<file path="config.mk">
export PLATFORM = sky130hd
export DESIGN_NAME = pipe_latch_elastic_flat
export DESIGN_NICKNAME = d
export VERILOG_FILES = /design/src/rtl/pipe_latch_elastic_pkg.sv /design/src/rtl/pipe_latch_elastic_if.sv /design/src/rtl/pipe_latch_elastic_slot.sv /design/src/rtl/pipe_latch_elastic.sv /design/src/flat_wrapper.sv
export SDC_FILE = /design/constraint.sdc
export NUM_CORES = 1
export LEC_CHECK = 0
export CORE_MARGIN = 2
export CORE_UTILIZATION = 40
export DETAILED_ROUTE_END_ITERATION = 16
export HOLD_SLACK_MARGIN = 0.12
export PLACE_DENSITY = 0.71
export REMOVE_ABC_BUFFERS = 1
export SYNTH_ARGS = -nofsm -noshare
export SYNTH_HDL_FRONTEND = slang
export SYNTH_HIERARCHICAL = 1
export SYNTH_SLANG_ARGS = --single-unit
</file>
<file path="constraint.sdc">
create_clock -name CLK -period 2 [get_ports CLK]
set_clock_uncertainty 0.2 [all_clocks]
set_input_delay 0.2 -clock CLK [delete_from_list [all_inputs] [get_ports CLK]]
set_output_delay 0.2 -clock CLK [all_outputs]
set_load 0.005 [all_outputs]
</file>
<file path="src/rtl/pipe_latch_elastic_pkg.sv">
// Shared types for the elastic inter-stage pipeline latch: occupancy states,
// occupancy count type, and the stage payload/control structs that users cast
// to and from the flat DATA_W/CTRL_W vectors carried by the latch.
package pipe_latch_elastic_pkg;

    // Occupancy states of one latch: nothing held, main slot held, main+skid held.
    typedef enum logic [1:0] {
        EMPTY = 2'd0,
        FULL  = 2'd1,
        SKIDF = 2'd2
    } pipe_state_t;

    // Number of valid entries held (0..2).
    typedef logic [1:0] occ_t;

    // IF/ID payload: fetched instruction word and its pc.
    typedef struct packed {
        logic [31:0] instr;
        logic [31:0] pc;
        logic [31:0] npc;
        logic [31:0] rsvd;
    } ifid_data_t;

    // IF/ID control: nothing writes state yet, only a halt marker travels.
    typedef struct packed {
        logic        halt;
        logic [14:0] rsvd;
    } ifid_ctrl_t;

    // ID/EX payload: register operands and immediate.
    typedef struct packed {
        logic [31:0] rdat1;
        logic [31:0] rdat2;
        logic [31:0] imm;
        logic [31:0] pc;
    } idex_data_t;

    // ID/EX control: the bits that must read as zero on a bubble.
    typedef struct packed {
        logic       reg_wr;
        logic       mem_wr;
        logic       d_ren;
        logic       d_wen;
        logic       halt;
        logic [3:0] alu_op;
        logic [4:0] wsel;
        logic [1:0] rsvd;
    } idex_ctrl_t;

    // Entry count implied by a state.
    function automatic occ_t occ_of_state(input pipe_state_t s);
        case (s)
            FULL:    return 2'd1;
            SKIDF:   return 2'd2;
            default: return 2'd0;
        endcase
    endfunction

endpackage

</file>
<file path="src/rtl/pipe_latch_elastic_if.sv">
// Valid/ready stream carrying an opaque payload plus a control field.
// The producer side uses the master modport, the consumer side the slave.
interface pipe_latch_elastic_if #(
    parameter int DATA_W = 128,
    parameter int CTRL_W = 16
);
    logic              valid;
    logic              ready;
    logic [DATA_W-1:0] data;
    logic [CTRL_W-1:0] ctrl;

    modport master (
        output valid,
        output data,
        output ctrl,
        input  ready
    );

    modport slave (
        input  valid,
        input  data,
        input  ctrl,
        output ready
    );
endinterface

</file>
<file path="src/rtl/pipe_latch_elastic_slot.sv">
// One storage slot: valid bit, payload and control. Clear kills the entry by
// zeroing valid and control but keeps the payload, so a bubble never carries
// live control bits while the data lines stay quiet.
module pipe_latch_elastic_slot #(
    parameter int DATA_W = 128,
    parameter int CTRL_W = 16
) (
    input  logic              CLK,
    input  logic              nRST,
    input  logic              load,
    input  logic              clear,
    input  logic [DATA_W-1:0] d_data,
    input  logic [CTRL_W-1:0] d_ctrl,
    output logic              valid,
    output logic [DATA_W-1:0] data,
    output logic [CTRL_W-1:0] ctrl
);

    // Slot register; clear wins over load so a kill cannot be overridden.
    always_ff @(posedge CLK or negedge nRST) begin
        if (!nRST) begin
            valid <= 1'b0;
            data  <= '0;
            ctrl  <= '0;
        end else if (clear) begin
            valid <= 1'b0;
            ctrl  <= '0;
        end else if (load) begin
            valid <= 1'b1;
            data  <= d_data;
            ctrl  <= d_ctrl;
        end
    end

endmodule

</file>
<file path="src/rtl/pipe_latch_elastic.sv">
// Elastic pipeline register between two datapath stages. With SKID=1 a second
// slot absorbs the entry that arrives in the cycle the consumer stalls, so
// in_ready is a plain register and out_ready never reaches it combinationally.
// With SKID=0 it is a single slot whose in_ready follows out_ready directly.
module pipe_latch_elastic
    import pipe_latch_elastic_pkg::*;
#(
    parameter int DATA_W = 128,
    parameter int CTRL_W = 16,
    parameter int SKID   = 1
) (
    input  logic                  CLK,
    input  logic                  nRST,
    pipe_latch_elastic_if.slave   in_if,
    pipe_latch_elastic_if.master  out_if,
    input  logic                  flush,
    output occ_t                  occupancy
);

    pipe_state_t       state_reg;
    pipe_state_t       state_next;
    logic              in_ready_reg;
    occ_t              occupancy_reg;

    logic              in_ready;
    logic              accept;
    logic              drain;

    logic              main_load;
    logic              main_clear;
    logic [DATA_W-1:0] main_d_data;
    logic [CTRL_W-1:0] main_d_ctrl;
    logic              main_valid;
    logic [DATA_W-1:0] main_data;
    logic [CTRL_W-1:0] main_ctrl;

    logic              skid_load;
    logic              skid_clear;
    logic              skid_valid;
    logic [DATA_W-1:0] skid_data;
    logic [CTRL_W-1:0] skid_ctrl;

    assign accept = in_if.valid & in_ready;
    assign drain  = main_valid & out_if.ready;

    // While the skid slot is occupied it is older than anything upstream,
    // so it is always the source for the main slot.
    assign main_d_data = skid_valid ? skid_data : in_if.data;
    assign main_d_ctrl = skid_valid ? skid_ctrl : in_if.ctrl;

    // Next-state and slot load/clear decisions; flush kills everything held and
    // discards the entry offered this cycle.
    always_comb begin
        state_next = state_reg;
        main_load  = 1'b0;
        main_clear = 1'b0;
        skid_load  = 1'b0;
        skid_clear = 1'b0;
        if (flush) begin
            main_clear = 1'b1;
            skid_clear = 1'b1;
            state_next = EMPTY;
        end else begin
            case (state_reg)
                EMPTY: begin
                    if (accept) begin
                        main_load  = 1'b1;
                        state_next = FULL;
                    end
                end
                FULL: begin
                    if (drain && accept) begin
                        main_load = 1'b1;
                    end else if (drain) begin
                        main_clear = 1'b1;
                        state_next = EMPTY;
                    end else if (accept) begin
                        // Only reachable with a skid slot: single-slot in_ready
                        // is low whenever full and stalled.
                        skid_load  = 1'b1;
                        state_next = SKIDF;
                    end
                end
                SKIDF: begin
                    if (out_if.ready) begin
                        main_load  = 1'b1;
                        skid_clear = 1'b1;
                        state_next = FULL;
                    end
                end
                default: begin
                    main_clear = 1'b1;
                    skid_clear = 1'b1;
                    state_next = EMPTY;
                end
            endcase
        end
    end

    // State, registered in_ready and occupancy all advance together.
    always_ff @(posedge CLK or negedge nRST) begin
        if (!nRST) begin
            state_reg     <= EMPTY;
            in_ready_reg  <= 1'b1;
            occupancy_reg <= '0;
        end else begin
            state_reg     <= state_next;
            in_ready_reg  <= (state_next != SKIDF);
            occupancy_reg <= occ_of_state(state_next);
        end
    end

    pipe_latch_elastic_slot #(
        .DATA_W (DATA_W),
        .CTRL_W (CTRL_W)
    ) u_main (
        .CLK    (CLK),
        .nRST   (nRST),
        .load   (main_load),
        .clear  (main_clear),
        .d_data (main_d_data),
        .d_ctrl (main_d_ctrl),
        .valid  (main_valid),
        .data   (main_data),
        .ctrl   (main_ctrl)
    );

    generate
        if (SKID != 0) begin : g_skid
            pipe_latch_elastic_slot #(
                .DATA_W (DATA_W),
                .CTRL_W (CTRL_W)
            ) u_skid (
                .CLK    (CLK),
                .nRST   (nRST),
                .load   (skid_load),
                .clear  (skid_clear),
                .d_data (in_if.data),
                .d_ctrl (in_if.ctrl),
                .valid  (skid_valid),
                .data   (skid_data),
                .ctrl   (skid_ctrl)
            );
            assign in_ready = in_ready_reg;
        end else begin : g_noskid
            assign skid_valid = 1'b0;
            assign skid_data  = '0;
            assign skid_ctrl  = '0;
            assign in_ready   = !main_valid || out_if.ready;
        end
    endgenerate

    assign in_if.ready  = in_ready;
    assign out_if.valid = main_valid;
    assign out_if.data  = main_data;
    assign out_if.ctrl  = main_ctrl;
    assign occupancy    = occupancy_reg;

endmodule

</file>
<file path="src/flat_wrapper.sv">
// flat-port wrapper written by rule: the top's interface ports become plain ports
module pipe_latch_elastic_flat import pipe_latch_elastic_pkg::*;
#(
    parameter int DATA_W = 128,
    parameter int CTRL_W = 16,
    parameter int SKID   = 1
)
  (CLK, nRST, flush, occupancy, in_if_valid, in_if_data, in_if_ctrl, in_if_ready, out_if_valid, out_if_data, out_if_ctrl, out_if_ready);
  pipe_latch_elastic_if #(.DATA_W(DATA_W), .CTRL_W(CTRL_W)) in_if_i ();
  pipe_latch_elastic_if #(.DATA_W(DATA_W), .CTRL_W(CTRL_W)) out_if_i ();
  input  logic CLK;
  input  logic nRST;
  input  logic flush;
  output occ_t occupancy;
  input wire logic [$bits(in_if_i.valid)-1:0] in_if_valid;
  input wire logic [$bits(in_if_i.data)-1:0] in_if_data;
  input wire logic [$bits(in_if_i.ctrl)-1:0] in_if_ctrl;
  output wire logic [$bits(in_if_i.ready)-1:0] in_if_ready;
  output wire logic [$bits(out_if_i.valid)-1:0] out_if_valid;
  output wire logic [$bits(out_if_i.data)-1:0] out_if_data;
  output wire logic [$bits(out_if_i.ctrl)-1:0] out_if_ctrl;
  input wire logic [$bits(out_if_i.ready)-1:0] out_if_ready;
  assign in_if_i.valid = in_if_valid;
  assign in_if_i.data = in_if_data;
  assign in_if_i.ctrl = in_if_ctrl;
  assign in_if_ready = in_if_i.ready;
  assign out_if_valid = out_if_i.valid;
  assign out_if_data = out_if_i.data;
  assign out_if_ctrl = out_if_i.ctrl;
  assign out_if_i.ready = out_if_ready;
  pipe_latch_elastic #(.DATA_W(DATA_W), .CTRL_W(CTRL_W), .SKID(SKID)) u_core (.CLK(CLK), .nRST(nRST), .in_if(in_if_i), .out_if(out_if_i), .flush(flush), .occupancy(occupancy));
endmodule
</file>
==> flow_metrics.env <==
export IMPL_grt_pass1_wl_um=49540
export IMPL_reg_largest_list="u_core/g_skid.u_skid/data x128, u_core/u_main/data x128"
export IMPL_ioPinCount=297
export IMPL_initial_utilization=0.4068
export IMPL_dp_slack_ns=-0.5192
export IMPL_tightest_slew_ns=0.3918
export IMPL_r2r_worst_path_cells=7
export IMPL_final_nets=1479
export IMPL_syn2layout_area_growth_pct=51.19
export IMPL_clock_latency_ns=0.55
export IMPL_end_kind="flip-flop"
export IMPL_status="finished with violations"
export IMPL_setup_ws_ns=-0.3059
export IMPL_yosysSeqAreaShare=0.5578
export IMPL_leakage_nw=8.569
export IMPL_drt_pass1_iterations=4
export IMPL_top_usage_layer="met2"
export IMPL_hold_path_class="in2reg"
export IMPL_period_share=1.153
export IMPL_num_fill_cells=2486
export IMPL_first_global_vias=9199
export IMPL_cpPeakStageDelay_ns=0.55
export IMPL_gr_usage_all_layers=0.1803
export IMPL_max_freq_ghz=0.4337
export IMPL_cts_max_level=1
export IMPL_cts_tree="built"
export IMPL_worst_setup_path_type="reg2reg"
export IMPL_avgSynthCellArea_um2=15.72
export IMPL_wl_um=33290
export IMPL_coreArea_mm2=0.03254
export IMPL_r2r_end="u_core/u_main/data[48]$_DFFE_PN0P_"
export IMPL_die_area_mm2=0.03456
export IMPL_place_congestion=0.7817
export IMPL_setup_tns_ns=-67.08
export IMPL_cts_buffer_depth=3
export IMPL_multi_input_area_mm2=0.005537
export IMPL_io_buffers=296
export IMPL_ys_types=23
export IMPL_clk_pin_slew_ns=0.06
export IMPL_die_x_um=185.9
export IMPL_ant_nets=0
export IMPL_drv_cap=0
export IMPL_cts_inserted_buffers=31
export IMPL_ys_warn_count=6
export IMPL_r2r_slack_ns=-0.31
export IMPL_rsz0062_at_grt="true"
export IMPL_finalPower_mw=21.10
export IMPL_grt_max_degree=57
export IMPL_final_layout_size_suffix_gt1_frac=0.4032
export IMPL_cp_required_ns=2.23
export IMPL_violations="negative setup slack"
export IMPL_path_max_fanout=15
export IMPL_cpMostUsedCell="buf_12"
export IMPL_netlist_area_mm2=0.01324
export IMPL_met1_usage=0.2427
export IMPL_hpwl_um=20540
export IMPL_slew_headroom=0.7388
export IMPL_crit_chain="and3b_2 > o21bai_1 > a21oi_2 > nor2b_4 > buf_12 > buf_12 > mux2_2"
export IMPL_setup_viol=256
export IMPL_vias=8704
export IMPL_finalWorstPathRequiredPeriod_ns=2.306
export IMPL_antenna_found_initial=1
export IMPL_holdPathEnd="u_core/g_skid.u_skid/data[15]$_DFFE_PN0P_"
export IMPL_powerDensity_mw_per_mm2=1054
export IMPL_vdd_drop_max_mv=0.6024
export IMPL_hold_start="in_if_data[15]"
export IMPL_row_count=66
export IMPL_regArea_mm2=0.007387
export IMPL_drc_errors=0
export IMPL_ctsRootBufferMaster="clkbuf_16"
export IMPL_clock_sinks=295
export IMPL_avgRoutedWirePerCell_um=18.54
export IMPL_grt_util_met3=0.03698
export IMPL_slew_viol_final=0
export IMPL_slowest_stage="dfstp_2"
export IMPL_synth_seq_cells=295
export IMPL_finalHoldViolCount=0
export IMPL_holdPathStages=2
export IMPL_antenna_cells=0
export IMPL_die_y_um=185.9
export IMPL_rr_startpoint="u_core/in_if.ready$_DFF_PN1_"
export IMPL_grt_use_met2=0.3011
export IMPL_drt_iter0_markers=368
export IMPL_cp_arrival_ns=2.54
export IMPL_routed_via_density=4.846
export IMPL_synthCells=842
export IMPL_grt_overflow=0
export IMPL_critPathLaunchType="flip-flop"
-- layer usage --
layer | vias to the layer above | part of all wire
li1 | 3980 | -
met1 | 4443 | 0.45
met2 | 233 | 0.48
met3 | 46 | 0.054
met4 | 2 | 0.015
met5 | - | 0.00033
-- kinds of logic (layout without fill, tap and decap cells) --
kind of cell,after synthesis,in the layout,share of synthesized area
and+or+nand+nor,51,51,0.01739
buffers and inverters,53,565,0.03772
AOI/OAI and AO/OA,11,11,0.005576
muxes,432,432,0.3815
DFF,295,295,0.5578
-- final cells by class --
class                   instances  area share
flip-flops and latches        295      0.3691
multi-input cells             494      0.2767
repair buffers                508      0.2745
clock buffers                  47     0.04577
well taps                     442     0.02764
clock inverters                10    0.006252
-- cells in the final DEF, fill, tap and decap left out, drive strengths merged, types with 3 or more instances in the layout --
cell,count
bufinv,3
clkinv,7
a21oi,3
clkdlybuf4s50,293
nand3,3
mux2,400
mux2i,32
clkbuf,58
nor2,39
dfrtp,294
nand2,3
buf,77
dlygate4sd3,125
-- what timing repair did --
item                                   in CTS  in global routing
buffers inserted                            6                  8
endpoints found under the hold margin     417                  1
gates cloned                                1                 14
resized for setup                          62                 23
pin swaps                                   5                  0
setup endpoints to repair                 253                276
hold buffers                              125                  1
-- power by group --
part           internal (mW)  total, mW  switching, mW
combinational           4.33       6.08           1.75
clock                   3.52       5.84           2.32
sequential              8.03       9.18           1.15
-- Yosys cell counts --
| master | count | area [um^2] |
|---|---|---|
| a21boi_1 | 1 | 7.510 |
| a31o_2 | 1 | 8.760 |
| nand3_1 | 3 | 15.01 |
| or3b_1 | 1 | 8.760 |
| buf_2 | 12 | 60.06 |
| mux2_4 | 60 | 900.9 |
| o21bai_1 | 1 | 7.510 |
| dfrtp_1 | 294 | 7357 |
| buf_6 | 38 | 427.9 |
| dfstp_2 | 1 | 26.28 |
| o21ai_0 | 1 | 5.000 |
| nand2_1 | 3 | 11.26 |
| nand2b_1 | 1 | 6.260 |
| o211ai_1 | 2 | 15.01 |
| nor2_1 | 39 | 146.4 |
| mux2_2 | 340 | 3829 |
| nor2b_4 | 2 | 27.53 |
| clkbuf_1 | 3 | 11.26 |
| mux2i_1 | 32 | 320.3 |
| a21oi_1 | 3 | 15.01 |
| a21o_1 | 2 | 15.01 |
| and2_1 | 1 | 6.260 |
| and3b_1 | 1 | 8.760 |
-- how the worst max path moves through the flow --
stage | startpoint | end | slack [ns] | depth (start not counted)
CTS | u_core/in_if.ready$_DFF_PN1_ | u_core/u_main/data[53]$_DFFE_PN0P_ | -0.27 | 8
floorplan | u_core/g_skid.u_skid/valid$_DFFE_PN0P_ | u_core/u_main/ctrl[15]$_DFFE_PN0P_ | -3.03 | 3
finish | u_core/in_if.ready$_DFF_PN1_ | u_core/u_main/data[48]$_DFFE_PN0P_ | -0.31 | 7
global placement | in_if_valid | u_core/u_main/data[79]$_DFFE_PN0P_ | -0.50 | 8
global route | u_core/in_if.ready$_DFF_PN1_ | u_core/u_main/data[72]$_DFFE_PN0P_ | -0.39 | 7
detailed placement | in_if_valid | u_core/u_main/data[38]$_DFFE_PN0P_ | -0.52 | 8
-- stage by stage --
stage / area (um^2) / utilization / instances / hold WS (ns)
2_1_floorplan: 12740 / - / 789 / -0.2956
3_3_place_gp: 16920 / 0.5202 / 1586 / -0.08014
3_5_place_dp: 16920 / 0.5202 / 1586 / -0.07991
4_1_cts: 19540 / 0.6006 / 1775 / 0.1204
5_1_grt: 20010 / 0.6151 / 1796 / 0.1237
6_report: 20010 / 0.6151 / 1796 / 0.1357
-- critical path, delay by kind of cell, from the launching register on --
| family | cells | cell delay [ns] |
|---|---|---|
| compound gates | 2 | 0.26 |
| buf+inv | 2 | 0.34 |
| flops | 1 | 0.55 |
| mux | 1 | 0.34 |
| simple gates | 2 | 0.47 |
No activity file was read; power rests on OpenSTA's default activity.
